--- src/rtl/sprite_pop_ctrl_pkg.sv ---
// Shared constants, state encodings and axis-step helpers for the popping-sprite controller.
package sprite_pop_ctrl_pkg;

    localparam int SCREEN_W_DEF = 1280;
    localparam int SCREEN_H_DEF = 720;

    localparam logic [1:0] ST_ALIVE   = 2'd0;
    localparam logic [1:0] ST_POPPING = 2'd1;
    localparam logic [1:0] ST_HIDDEN  = 2'd2;

    // Fibonacci taps 16,14,13,11 map to register bits 15,13,12,10
    localparam logic [15:0] LFSR_SEED = 16'hACE1;
    localparam logic [15:0] LFSR_TAPS = 16'hB400;

    typedef struct packed {
        logic [11:0] pos;
        logic        dir;   // 1 = moving toward larger coordinates
    } axis_t;

    function automatic axis_t axis_step(input logic [11:0] pos,
                                        input logic        dir,
                                        input logic [3:0]  speed,
                                        input logic [11:0] max);
        axis_t       res;
        logic [11:0] spd;
        spd = {8'd0, speed};
        if (dir) begin
            if (pos + spd >= max) begin
                res.pos = max;
                res.dir = 1'b0;
            end else begin
                res.pos = pos + spd;
                res.dir = 1'b1;
            end
        end else begin
            if (pos <= spd) begin
                res.pos = 12'd0;
                res.dir = 1'b1;
            end else begin
                res.pos = pos - spd;
                res.dir = 1'b0;
            end
        end
        return res;
    endfunction

    function automatic logic [11:0] wrap_clamp(input logic [11:0] r,
                                               input logic [11:0] max);
        logic [11:0] t;
        t = (r >= max) ? (r - max) : r;
        return (t > max) ? max : t;
    endfunction

endpackage

--- src/rtl/sprite_pop_ctrl_lfsr_16.sv ---
// Free-running 16-bit Fibonacci LFSR with synchronous reset to the package seed.
module lfsr_16
    import sprite_pop_ctrl_pkg::*;
(
    input  logic        clk,
    input  logic        rst,
    output logic [15:0] lfsr
);

    // Shift left, feedback is the XOR of the tapped bits
    always_ff @(posedge clk) begin
        if (rst) begin
            lfsr <= LFSR_SEED;
        end else begin
            lfsr <= {lfsr[14:0], ^(lfsr & LFSR_TAPS)};
        end
    end

endmodule

--- src/rtl/sprite_pop_ctrl.sv ---
// Frame-rate sprite sequencer: diagonal bounce, pop/hide/respawn FSM, frame-aligned outputs.
// Optional random respawn position with macro SPRITE_POP_CTRL_LFSR_RESPAWN_EN.
module sprite_pop_ctrl
    import sprite_pop_ctrl_pkg::*;
#(
    parameter int WIDTH       = 256,
    parameter int HEIGHT      = 256,
    parameter int SCREEN_W    = SCREEN_W_DEF,
    parameter int SCREEN_H    = SCREEN_H_DEF,
    parameter int START_X     = 0,
    parameter int START_Y     = 0,
    parameter int POP_FRAMES  = 30,
    parameter int HIDE_FRAMES = 60
) (
    input  logic        pixel_clk_in,
    input  logic        rst_in,
    input  logic        new_frame_in,
    input  logic        pop_req_in,
    input  logic [3:0]  speed_in,
    output logic [10:0] x_out,
    output logic [9:0]  y_out,
    output logic        pop_out,
    output logic        visible_out,
    output logic        busy_out
);

    localparam logic [11:0] XMAX      = 12'(SCREEN_W - WIDTH);
    localparam logic [11:0] YMAX      = 12'(SCREEN_H - HEIGHT);
    localparam logic [15:0] POP_LOAD  = 16'(POP_FRAMES - 1);
    localparam logic [15:0] HIDE_LOAD = 16'(HIDE_FRAMES - 1);

    logic [1:0]  state, state_n;
    logic [15:0] cnt, cnt_n;
    logic        dx, dx_n, dy, dy_n;
    logic        pending, pending_n;
    logic [10:0] x_n;
    logic [9:0]  y_n;
    logic        pop_n, vis_n, busy_n;
    logic [10:0] respawn_x;
    logic [9:0]  respawn_y;
    axis_t       ax, ay;
    logic        unused_bits;

`ifdef SPRITE_POP_CTRL_LFSR_RESPAWN_EN
    logic [15:0] lfsr;
    logic [11:0] rx_full, ry_full;

    lfsr_16 u_lfsr (
        .clk  (pixel_clk_in),
        .rst  (rst_in),
        .lfsr (lfsr)
    );

    // Fold the random draw into the legal range so the sprite never leaves the screen
    always_comb begin
        rx_full   = wrap_clamp({1'b0, lfsr[10:0]}, XMAX);
        ry_full   = wrap_clamp({2'b00, lfsr[9:0]}, YMAX);
        respawn_x = rx_full[10:0];
        respawn_y = ry_full[9:0];
    end

    assign unused_bits = ^{ax.pos[11], ay.pos[11:10], rx_full[11], ry_full[11:10], lfsr[15:11]};
`else
    assign respawn_x   = 11'(START_X);
    assign respawn_y   = 10'(START_Y);
    assign unused_bits = ^{ax.pos[11], ay.pos[11:10]};
`endif

    // Next-state logic; everything except pop latching waits for a frame tick
    always_comb begin
        state_n   = state;
        cnt_n     = cnt;
        dx_n      = dx;
        dy_n      = dy;
        x_n       = x_out;
        y_n       = y_out;
        pop_n     = pop_out;
        vis_n     = visible_out;
        busy_n    = busy_out;
        pending_n = pending;
        ax        = axis_step({1'b0, x_out}, dx, speed_in, XMAX);
        ay        = axis_step({2'b00, y_out}, dy, speed_in, YMAX);

        if ((state == ST_ALIVE) && pop_req_in) begin
            pending_n = 1'b1;
        end else begin
            pending_n = pending;
        end

        if (new_frame_in) begin
            case (state)
                ST_ALIVE: begin
                    if (pending || pop_req_in) begin
                        state_n   = ST_POPPING;
                        pop_n     = 1'b1;
                        busy_n    = 1'b1;
                        cnt_n     = POP_LOAD;
                        pending_n = 1'b0;
                    end else begin
                        x_n  = ax.pos[10:0];
                        dx_n = ax.dir;
                        y_n  = ay.pos[9:0];
                        dy_n = ay.dir;
                    end
                end
                ST_POPPING: begin
                    if (cnt == 16'd0) begin
                        state_n = ST_HIDDEN;
                        pop_n   = 1'b0;
                        vis_n   = 1'b0;
                        cnt_n   = HIDE_LOAD;
                    end else begin
                        cnt_n = cnt - 16'd1;
                    end
                end
                ST_HIDDEN: begin
                    if (cnt == 16'd0) begin
                        state_n = ST_ALIVE;
                        vis_n   = 1'b1;
                        busy_n  = 1'b0;
                        x_n     = respawn_x;
                        y_n     = respawn_y;
                        dx_n    = 1'b1;
                        dy_n    = 1'b1;
                    end else begin
                        cnt_n = cnt - 16'd1;
                    end
                end
                default: begin
                    state_n   = ST_ALIVE;
                    pop_n     = 1'b0;
                    vis_n     = 1'b1;
                    busy_n    = 1'b0;
                    cnt_n     = 16'd0;
                    pending_n = 1'b0;
                end
            endcase
        end else begin
            state_n = state;
        end
    end

    // State and output registers; reset wins over a coincident frame tick
    always_ff @(posedge pixel_clk_in) begin
        if (rst_in) begin
            state       <= ST_ALIVE;
            cnt         <= 16'd0;
            dx          <= 1'b1;
            dy          <= 1'b1;
            pending     <= 1'b0;
            x_out       <= 11'(START_X);
            y_out       <= 10'(START_Y);
            pop_out     <= 1'b0;
            visible_out <= 1'b1;
            busy_out    <= 1'b0;
        end else begin
            state       <= state_n;
            cnt         <= cnt_n;
            dx          <= dx_n;
            dy          <= dy_n;
            pending     <= pending_n;
            x_out       <= x_n;
            y_out       <= y_n;
            pop_out     <= pop_n;
            visible_out <= vis_n;
            busy_out    <= busy_n;
        end
    end

endmodule
--- config.mk ---
export PLATFORM = sky130hd
export DESIGN_NAME = sprite_pop_ctrl
export DESIGN_NICKNAME = d
export VERILOG_FILES = /design/src/rtl/sprite_pop_ctrl_pkg.sv /design/src/rtl/sprite_pop_ctrl_lfsr_16.sv /design/src/rtl/sprite_pop_ctrl.sv
export SDC_FILE = /design/constraint.sdc
export NUM_CORES = 1
export LEC_CHECK = 0
export CORE_ASPECT_RATIO = 1.25
export CORE_MARGIN = 8
export CORE_UTILIZATION = 53
export DETAILED_ROUTE_END_ITERATION = 8
export PLACE_DENSITY_LB_ADDON = 0.05
export SYNTH_ARGS = -nofsm -noshare
export SYNTH_HDL_FRONTEND = slang
export SYNTH_HIERARCHICAL = 1
export SYNTH_SLANG_ARGS = --single-unit
--- constraint.sdc ---
create_clock -name pixel_clk_in -period 2.3 [get_ports pixel_clk_in]
set_input_delay 0.23 -clock pixel_clk_in [delete_from_list [all_inputs] [get_ports pixel_clk_in]]
set_output_delay 0.23 -clock pixel_clk_in [all_outputs]
set_load 0.02 [all_outputs]
==> impl_metrics.env <==
export IMPL_cts_clk_slew_worst_paths_ns=0.09
export IMPL_end_kind="flop"
export IMPL_ys_flop_type="dfxtp_1"
export IMPL_netlist_area_um2=3517
export IMPL_yosys_cell_count_top_type="dfxtp_1"
export IMPL_die_w_um=88.86
export IMPL_syn_nets=471
export IMPL_min_to="visible_out"
export IMPL_finalMaxSlewViolations=0
export IMPL_overflow=0
export IMPL_fin_area_um2=4971
export IMPL_post_drt_wl_per_cell_um=17.33
export IMPL_place_hpwl_mm=7.725
export IMPL_clk_latency_ns=0.31
export IMPL_slowest_stage="dfxtp_4"
export IMPL_nFillCells=486
export IMPL_reg2reg_depth=9
export IMPL_p_leak_uw=0.002011
export IMPL_cts_tree="built"
export IMPL_synth_seq_cells=45
export IMPL_status="completed"
export IMPL_cts_buffers=5
export IMPL_async_flop_share=0
export IMPL_htree_levels=2
export IMPL_min_path_cells=2
export IMPL_synth_top_area_cell="dfxtp_1"
export IMPL_worstSetupPathType="flop to flop"
export IMPL_layout_min_cycle_time_ns=2.273
export IMPL_rrSetupSlack_ns=0.03
export IMPL_place_gp_congestion=0.9246
export IMPL_setup_viol=0
export IMPL_switching_share=0.3618
export IMPL_fmax_ghz=0.4400
export IMPL_ir_drop_uv=400.7
export IMPL_first_pass_iters=4
export IMPL_cp_required_ns=2.53
export IMPL_worstMarginPinSlew_ns=0.4840
export IMPL_ctsHoldBuffers=0
export IMPL_drive_gt1_frac=0.3290
export IMPL_io_pins=32
export IMPL_drtAntennaViolNets=0
export IMPL_p_comb_frac=0.424
export IMPL_rsz0062_at_grt="true"
export IMPL_grt_pass1_vias=3604
export IMPL_p_clk_frac=0.234
export IMPL_initial_utilization=0.5426
export IMPL_routed_wl_mm=10.78
export IMPL_cpLargestDelayFamily="simple AND/OR/NAND/NOR gates"
export IMPL_tns_ns=0
export IMPL_yosys_top_cells_area="dfxtp_1 26%, ha_1 7.8%, a21oi_1 4.0%"
export IMPL_dr_first_iter_drc_count=259
export IMPL_grt_max_degree=20
export IMPL_num_rows=33
export IMPL_synthTopCellsByCount="45 x dfxtp_1, 35 x nand2_1, 35 x nor2_1"
export IMPL_io_buffers=31
export IMPL_placed_area_um2=4415
export IMPL_cts_max_path_buffers=2
export IMPL_worstPathCellList="ha_4, inv_2, fa_2, nor3_4, o311a_1, and4bb_2, o22ai_4, or3_1, a21oi_1"
export IMPL_synth_top_area_share=0.2561
export IMPL_p_sw_uw=971.2
export IMPL_die_y_um=107.1
export IMPL_layout_nets=568
export IMPL_grt_usage=0.2243
export IMPL_p_int_uw=1713
export IMPL_synth_cells=437
export IMPL_skew_ns=0.008834
export IMPL_slowest_delay_ns=0.39
export IMPL_crit_fanout=7
export IMPL_cts_root_buf="clkbuf_8"
export IMPL_core_um2=6482
export IMPL_fin_cells=622
export IMPL_finalCritPeriodShare=0.9882
export IMPL_vias_per_cell=5.892
export IMPL_p_seq_frac=0.342
export IMPL_yosysWarningCount=6
export IMPL_reg2reg_from="x_out[0]"
export IMPL_ys_seq_area_frac=0.2561
export IMPL_avgSynthCellArea_um2=8.048
export IMPL_start_kind="flop"
export IMPL_synth_cell_type_count=78
export IMPL_antenna_found_initial=0
export IMPL_hold_violations=0
export IMPL_grt_pass1_wl_mm=17.06
export IMPL_area_growth_pct=41.34
export IMPL_n_antenna_cell=0
export IMPL_power_density_nw_per_um2=539.9
export IMPL_cp_num_buf_inv=1
export IMPL_crit_arrival_ns=2.51
export IMPL_r2r_end="x_out[0]"
export IMPL_max_slew_margin=0.6767
export IMPL_drc=0
export IMPL_synth_edf_count=0
export IMPL_placedCellCount=607
export IMPL_cap_violations=0
export IMPL_total_power_uw=2684
export IMPL_hold_class="flop to flop"
export IMPL_hold_path_startpoint="visible_out"
export IMPL_die_area_um2=9515
export IMPL_cts_sinks=45
export IMPL_vias=3665
[area by class of cell]
| class | count | area, um^2 | share of cell area |
|---|---|---|---|
| repair buffers | 112 | 920.9 | 0.1853 |
| clock buffers | 6 | 72.57 | 0.01460 |
| multi-input cells | 346 | 2823 | 0.5678 |
| inverters | 24 | 95.09 | 0.01913 |
| clock inverters | 2 | 38.79 | 0.007803 |
| flip-flops and latches | 45 | 912.1 | 0.1835 |
| well taps | 87 | 108.9 | 0.02190 |
[placed cells by master (no fill, tap or decap), types with 7 or more instances in the layout]
cell / count
inv_1: 15
dfxtp_1: 40
xnor2_1: 12
clkdlybuf4s50_1: 27
ha_1: 11
o21ai_0: 16
ha_4: 9
nor2_1: 35
nor3_1: 11
nand2_1: 35
a21o_1: 11
xor2_1: 8
buf_4: 80
a21oi_1: 23
inv_2: 7
[routing by layer]
layer  part of all wire  global-route usage  vias up
met5                  0                   0        -
met4              0.031             0.09939        0
met3              0.040             0.02525       30
met2               0.53              0.3962       99
met1               0.40              0.2601     1726
li1                   -                   -     1810
[through the flow]
step / setup WS (ns) / hold slack, ns / util
2_1_floorplan: -0.007971 / 0.3935 / -
5_1_grt: -0.08262 / 0.4907 / 0.7668
4_1_cts: -0.003050 / 0.4561 / 0.7277
3_5_place_dp: -0.5804 / 0.4422 / 0.6811
6_report: 0.02703 / 0.4507 / 0.7668
3_3_place_gp: -0.5431 / 0.4317 / 0.6811
[state kept, by name, indices dropped and copies added, names as in the netlist, 2 cells and up]
register / count
cnt: 16
x_out: 11
state: 2
y_out: 10
[worst min-delay path, delay by kind of cell, from the launching register on]
kind	cells	cell delay, ns
flops	1	0.32
simple gates	2	0.09
[repair_timing]
item / 4_1_cts / 5_1_grt
setup buffers: 2 / 5
cloned: 0 / 0
pin swaps: 10 / 15
resized for setup: 37 / 53
setup endpoints to repair: 23 / 33
[power groups by stage]
stage                     Sequential, uW  Clock (uW)  Combinational [uW]
final                                917         628                1140
after detailed placement             927           0                1020
after CTS                            912         633                1070
after global routing                 925         666                1240
after floorplan                      942           0                 632
after global placement               923           0                1000
[logic make-up after synthesis]
logic type / synth area share
adders and majority gates: 0.1010
buffers and inverters: 0.05443
AOI/OAI and AO/OA: 0.2810
muxes: 0.01138
and+or+nand+nor: 0.2462
DFF: 0.2561
xor gates and xnor gates: 0.04980
[how the worst max path moves through the flow]
stage	from	end	slack [ns]	depth (start not counted)
finish	x_out[0]	x_out[0]	0.03	9
detailed placement	speed_in[0]	x_out[8]	-0.58	10
floorplan	x_out[0]	x_out[8]	-0.008	10
global placement	speed_in[0]	x_out[8]	-0.54	10
global route	x_out[0]	x_out[0]	-0.08	9
CTS	x_out[0]	x_out[0]	-0.003	9
Note: power is estimated with default switching activity, not from simulation.
